===== src/rtl/eth_pcs_rx_sync.sv =====
// rtl/eth_pcs_rx_sync.sv - 64b/66b PCS RX block lock, descrambler and header BER monitor
// Optional BER monitor (timer, ber_bad, o_hi_ber) is built when ETH_PCS_RX_HI_BER_EN is defined.
module eth_pcs_rx_sync #(
  parameter int W_DATA     = 64,
  parameter int W_SYNC     = 2,
  parameter int LOCK_CNT   = 64,
  parameter int WIN_SH     = 64,
  parameter int BAD_SH_MAX = 16,
  parameter int SLIP_WAIT  = 4,
  parameter int BER_WIN    = 19531,
  parameter int BER_BAD    = 16
) (
  input  logic              i_clk,
  input  logic              i_reset,
  input  logic              i_hdr_valid,
  input  logic [W_SYNC-1:0] i_hdr,
  input  logic              i_data_valid,
  input  logic [W_DATA-1:0] i_data,
  input  logic              i_ber_clr,
  output logic              o_slip,
  output logic              o_block_lock,
  output logic              o_hi_ber,
  output logic [5:0]        o_ber_cnt,
  output logic              o_valid,
  output logic              o_hdr_valid,
  output logic [W_SYNC-1:0] o_hdr,
  output logic [W_DATA-1:0] o_data
);

  localparam int CNT_MAX = (LOCK_CNT > WIN_SH) ? LOCK_CNT : WIN_SH;
  localparam int CW = $clog2(CNT_MAX + 1);
  localparam int BW = $clog2(BAD_SH_MAX + 1);
  localparam int WW = (SLIP_WAIT > 1) ? $clog2(SLIP_WAIT) : 1;
  localparam logic [CW-1:0] LOCK_LAST = CW'(LOCK_CNT - 1);
  localparam logic [CW-1:0] WIN_LAST  = CW'(WIN_SH - 1);
  localparam logic [BW-1:0] BAD_LAST  = BW'(BAD_SH_MAX - 1);
  localparam logic [WW-1:0] WAIT_LAST = WW'(SLIP_WAIT - 1);

  if (!(W_DATA == 32 || W_DATA == 64) || SLIP_WAIT < 1 || BAD_SH_MAX < 1 ||
      BER_WIN < 2 || BER_BAD < 1) begin : g_bad_params
    $error("eth_pcs_rx_sync: illegal parameter value");
  end

  typedef enum logic [1:0] {HUNT, SLIP_WT, LOCKED} state_t;

  state_t        state;
  logic [CW-1:0] sh_cnt;
  logic [BW-1:0] bad_cnt;
  logic [WW-1:0] wait_cnt;
  logic          hdr_seen;
  logic          hdr_bad;

  assign hdr_seen = i_data_valid & i_hdr_valid;
  // A sync header is valid only when its bits differ (01 or 10).
  assign hdr_bad  = hdr_seen & ~(^i_hdr);

  always_ff @(posedge i_clk or posedge i_reset) begin
    if (i_reset) begin
      state        <= HUNT;
      sh_cnt       <= '0;
      bad_cnt      <= '0;
      wait_cnt     <= '0;
      o_slip       <= 1'b0;
      o_block_lock <= 1'b0;
    end else begin
      o_slip <= 1'b0;
      case (state)
        HUNT: begin
          if (hdr_seen) begin
            if (hdr_bad) begin
              o_slip   <= 1'b1;
              sh_cnt   <= '0;
              wait_cnt <= '0;
              state    <= SLIP_WT;
            end else if (sh_cnt == LOCK_LAST) begin
              o_block_lock <= 1'b1;
              sh_cnt       <= '0;
              bad_cnt      <= '0;
              state        <= LOCKED;
            end else begin
              sh_cnt <= sh_cnt + 1'b1;
            end
          end
        end
        SLIP_WT: begin
          if (wait_cnt == WAIT_LAST) state <= HUNT;
          else                       wait_cnt <= wait_cnt + 1'b1;
        end
        LOCKED: begin
          if (hdr_seen) begin
            // Loss of lock is checked first so it wins on the last header of a window.
            if (hdr_bad && bad_cnt == BAD_LAST) begin
              o_slip       <= 1'b1;
              o_block_lock <= 1'b0;
              sh_cnt       <= '0;
              bad_cnt      <= '0;
              wait_cnt     <= '0;
              state        <= SLIP_WT;
            end else if (sh_cnt == WIN_LAST) begin
              sh_cnt  <= '0;
              bad_cnt <= '0;
            end else begin
              sh_cnt  <= sh_cnt + 1'b1;
              bad_cnt <= bad_cnt + BW'(hdr_bad);
            end
          end
        end
        default: state <= HUNT;
      endcase
    end
  end

  logic [57:0]       scr;
  logic [57:0]       scr_nxt;
  logic [W_DATA-1:0] dsc;

  // Self-synchronising descrambler: the history holds received (scrambled) bits.
  always_comb begin
    scr_nxt = scr;
    dsc     = '0;
    for (int i = 0; i < W_DATA; i++) begin
      dsc[i]  = i_data[i] ^ scr_nxt[38] ^ scr_nxt[57];
      scr_nxt = {scr_nxt[56:0], i_data[i]};
    end
  end

  always_ff @(posedge i_clk or posedge i_reset) begin
    if (i_reset) begin
      scr         <= '0;
      o_valid     <= 1'b0;
      o_hdr_valid <= 1'b0;
      o_hdr       <= '0;
      o_data      <= '0;
    end else begin
      o_valid <= i_data_valid;
      if (i_data_valid) begin
        scr         <= scr_nxt;
        o_hdr_valid <= i_hdr_valid;
        o_hdr       <= i_hdr;
        o_data      <= dsc;
      end
    end
  end

  always_ff @(posedge i_clk or posedge i_reset) begin
    if (i_reset)                             o_ber_cnt <= '0;
    else if (i_ber_clr)                      o_ber_cnt <= {5'd0, hdr_bad};
    else if (hdr_bad && o_ber_cnt != 6'd63) o_ber_cnt <= o_ber_cnt + 6'd1;
  end

`ifdef ETH_PCS_RX_HI_BER_EN
  localparam int TW = $clog2(BER_WIN);
  localparam int RW = $clog2(BER_BAD + 1);
  localparam logic [TW-1:0] TMR_LAST  = TW'(BER_WIN - 1);
  localparam logic [RW-1:0] BER_LIMIT = RW'(BER_BAD);

  logic [TW-1:0] ber_tmr;
  logic [RW-1:0] ber_bad;
  logic [RW-1:0] ber_bad_nxt;

  always_comb begin
    ber_bad_nxt = ber_bad;
    if (hdr_bad && ber_bad != BER_LIMIT) ber_bad_nxt = ber_bad + 1'b1;
  end

  // o_hi_ber deliberately holds across loss of lock; only a clean window clears it.
  always_ff @(posedge i_clk or posedge i_reset) begin
    if (i_reset) begin
      ber_tmr  <= '0;
      ber_bad  <= '0;
      o_hi_ber <= 1'b0;
    end else if (!o_block_lock) begin
      ber_tmr <= '0;
      ber_bad <= '0;
    end else begin
      if (ber_bad_nxt == BER_LIMIT) o_hi_ber <= 1'b1;
      if (ber_tmr == TMR_LAST) begin
        ber_tmr <= '0;
        ber_bad <= '0;
        if (ber_bad_nxt != BER_LIMIT) o_hi_ber <= 1'b0;
      end else begin
        ber_tmr <= ber_tmr + 1'b1;
        ber_bad <= ber_bad_nxt;
      end
    end
  end
`else
  assign o_hi_ber = 1'b0;
`endif

endmodule


===== config.mk =====
export PLATFORM = sky130hd
export DESIGN_NAME = eth_pcs_rx_sync
export DESIGN_NICKNAME = d
export VERILOG_FILES = /design/src/rtl/eth_pcs_rx_sync.sv
export SDC_FILE = /design/constraint.sdc
export NUM_CORES = 1
export LEC_CHECK = 0
export CORE_UTILIZATION = 46
export DETAILED_ROUTE_END_ITERATION = 7
export PLACE_DENSITY = 0.83
export SYNTH_ARGS = -nofsm -noshare
export SYNTH_HDL_FRONTEND = slang
export SYNTH_SLANG_ARGS = --single-unit

===== constraint.sdc =====
create_clock -name i_clk -period 4.8 [get_ports i_clk]
set_clock_uncertainty 0.15 [all_clocks]
set_input_delay 0.72 -clock i_clk [delete_from_list [all_inputs] [get_ports i_clk]]
set_output_delay 0.72 -clock i_clk [all_outputs]
set_load 0.01 [all_outputs]

==> out/metrics.csv <==
stage,metric,value,unit
outcome,status,finished with violations,
outcome,violations,DRC,
floorplan,dieArea,0.0157,mm^2
routing,first_pass_iters,7,
synth,ys_async_sr_fraction,1.00,
critical_path,worstPathCellList,buf_4 > nand2_4 > nor2_1 > ha_1 > ha_1 > nand3_1 > a21o_1 > a22o_1,
cells_and_area,fill_cells,1107,
clocking,hold_buffers,0,
power_and_ir_drop,power_density,437,mW/mm^2
synth,synth-edff-count,0,
sta,hold_viol,0,
cells_and_area,diodes,0,
sta,period_minus_slack,2710,ps
cells_and_area,final_cell_mix,"150 x dfrtp_1, 145 x clkdlybuf4s50_1, 131 x xnor2_1, 126 x mux2_2, 17 x clkbuf_16",
critical_path,r2r_cells,5,
floorplan,dieHeight,125,um
routing,first_iter_violations,186,
clocking,postCtsResizedCells,0,
clocking,clk_latency,420,ps
sta,tightestPinTransition,876,ps
synth,ys_seq_elements,150,
clocking,htreeDepth,4,
routing,routed_via_density,5.16,
critical_path,crit_top_cell,ha_1,
place,place.gp.congestion,0.837,
clocking,clk_pin_slew,60,ps
synth,syn_avg_cell_area,13.5,um^2
clocking,cts_tree,built,
floorplan,core,0.0147,mm^2
critical_path,reg2reg_slack,2770,ps
cells_and_area,utilization,0.630,
power_and_ir_drop,ir_drop,0.000255,V
critical_path,cp-end-kind,register,
synth,synth-seq-area-share,0.535,
critical_path,crit_type,input pin to register,
clocking,cts_setup_buffers,0,
job,drv_cap,0,
critical_path,start_kind,input pin,
place,place_hpwl,10500,um
place,dp.cells,836,
sta,slew_violations,0,
critical_path,cp_top_family,simple AND/OR/NAND/NOR gates,
clocking,root_buffer,clkbuf_16,
critical_path,arrival,2860,ps
synth,synth_area,0.00702,mm^2
place,portBuffers,146,
critical_path,cp_data_required_time,4950,ps
synth,yosys_warnings,0,
routing,wl,14800,um
worst_hold_path,holdCritPathClass,register to register,
sta,slew_headroom,0.416,
cells_and_area,final_common_cell,dfrtp_1,
cells_and_area,nNetsFinal,747,
grt,first_global_vias,4781,
cells_and_area,syn_to_final_growth,32.1,%
grt,grt_antenna_before_repair,0,
power_and_ir_drop,p_leak,3.69,nW
clocking,cts_made_buffers,17,
floorplan,rows,44,
routing,wl_per_cell,17.1,um
grt,grt_pass1_wl,24600,um
critical_path,crit_buf_inv,1,
synth,synth_flop_cell,dfrtp_1,
routing,vias,4475,
critical_path,r2r_end,o_ber_cnt[3],
critical_path,r2r_start,o_ber_cnt[0],
critical_path,slowest_stage,buf_4,
sta,rsz0062_at_grt,no,
routing,ant_nets,0,
worst_hold_path,holdPathEnd,o_data[13],
grt,grt_max_degree,97,
grt,grt-ovfl-total,0,
critical_path,slowest_delay,580,ps
critical_path,cp_num_cells,8,
clocking,cts.sinks,150,
floorplan,io-pin-count,148,
synth,synthCells,519,
floorplan,initial_utilization,0.477,
worst_hold_path,hp-start,o_data[13],
worst_hold_path,hold_depth,1,
cells_and_area,drive_above_1_share,0.247,
synth,syn_nets,595,
cells_and_area,instances_no_fill,867,
sta,tns,0,ps
grt,track_usage,0.200,
critical_path,worstPathMaxFanout,59,
synth,synth_cell_types,43,
sta,max_freq,0.369,GHz
sta,setup-violations-final,0,
floorplan,fp.dieW,125,um
sta,fin_crit_sh,0.565,
routing,drc,7,
clocking,cts_buffer_depth,2,
flip-flops by register name (all words and copies together) (netlist names):
name	cells
o_data	64
scr	58
sh_cnt	7
o_ber_cnt	6
bad_cnt	5
o_hdr	2
state	2
wait_cnt	2
o_block_lock	1
o_hdr_valid	1
o_slip	1
o_valid	1
Yosys cell counts, types with 5 or more instances:
cell | count | share of area
dfrtp_1 | 150 | 0.54
xnor2_1 | 131 | 0.16
mux2_2 | 126 | 0.20
nor2_1 | 15 | 0.0080
nand2_1 | 10 | 0.0054
clkbuf_1 | 8 | 0.0043
o21ai_0 | 7 | 0.0050
buf_2 | 6 | 0.0043
a22o_1 | 5 | 0.0062
ha_1 | 5 | 0.0089
nand3_1 | 5 | 0.0036
layer usage:
layer / GRT usage / share of wire / up-vias
li1: - / - / 2065
met1: 0.249 / 0.44 / 2259
met2: 0.321 / 0.48 / 128
met3: 0.0774 / 0.071 / 23
met4: 0.0617 / 0.015 / 0
met5: 0 / 0 / -
layout make-up:
cell class	count	area, um^2	share of cell area
inverter	4	18.8	0.00203
clock inverter	9	125	0.0135
clock buffer	22	474	0.0512
multi-input combinational	349	3170	0.342
sequential	150	3750	0.405
timing repair buffer	149	1490	0.161
tap	184	230	0.0248
logic make-up after synthesis:
logic type | synth area share
flip-flops | 0.535
XOR/XNOR | 0.169
multiplexers | 0.204
AND/OR/NAND/NOR | 0.0444
AO/OA/AOI/OAI | 0.0260
buffers and inverters | 0.0128
adder cells (fa/ha/maj) | 0.00892
other | 0.000535
how the worst max path moves through the flow:
stage | start | endpoint
2_1_floorplan | i_reset | bad_cnt[0]
3_3_place_gp | i_data_valid | bad_cnt[4]
3_5_place_dp | i_data_valid | bad_cnt[4]
4_1_cts | i_data_valid | bad_cnt[4]
5_1_grt | i_data_valid | bad_cnt[4]
6_report | i_data_valid | bad_cnt[4]
through the flow:
step / worst slack [ps] / power [mW] / hold WS [ps] / cell area, um^2
4_1_cts: 2120 / 4.09 / 362 / 9270
3_5_place_dp: 1670 / 2.72 / 346 / 8670
3_3_place_gp: 1860 / 2.68 / 339 / 8670
2_1_floorplan: 2040 / 2.20 / 317 / 7020
6_report: 2090 / 4.05 / 357 / 9270
5_1_grt: 1970 / 4.24 / 373 / 9270
power by group:
| group | internal, mW | total, mW | leakage [nW] | switching, mW |
|---|---|---|---|---|
| logic | 0.628 | 1.02 | 1.61 | 0.392 |
| clock network | 0.852 | 1.36 | 0.292 | 0.503 |
| registers | 1.50 | 1.67 | 1.80 | 0.175 |
Power figures use the tool's default switching activity.
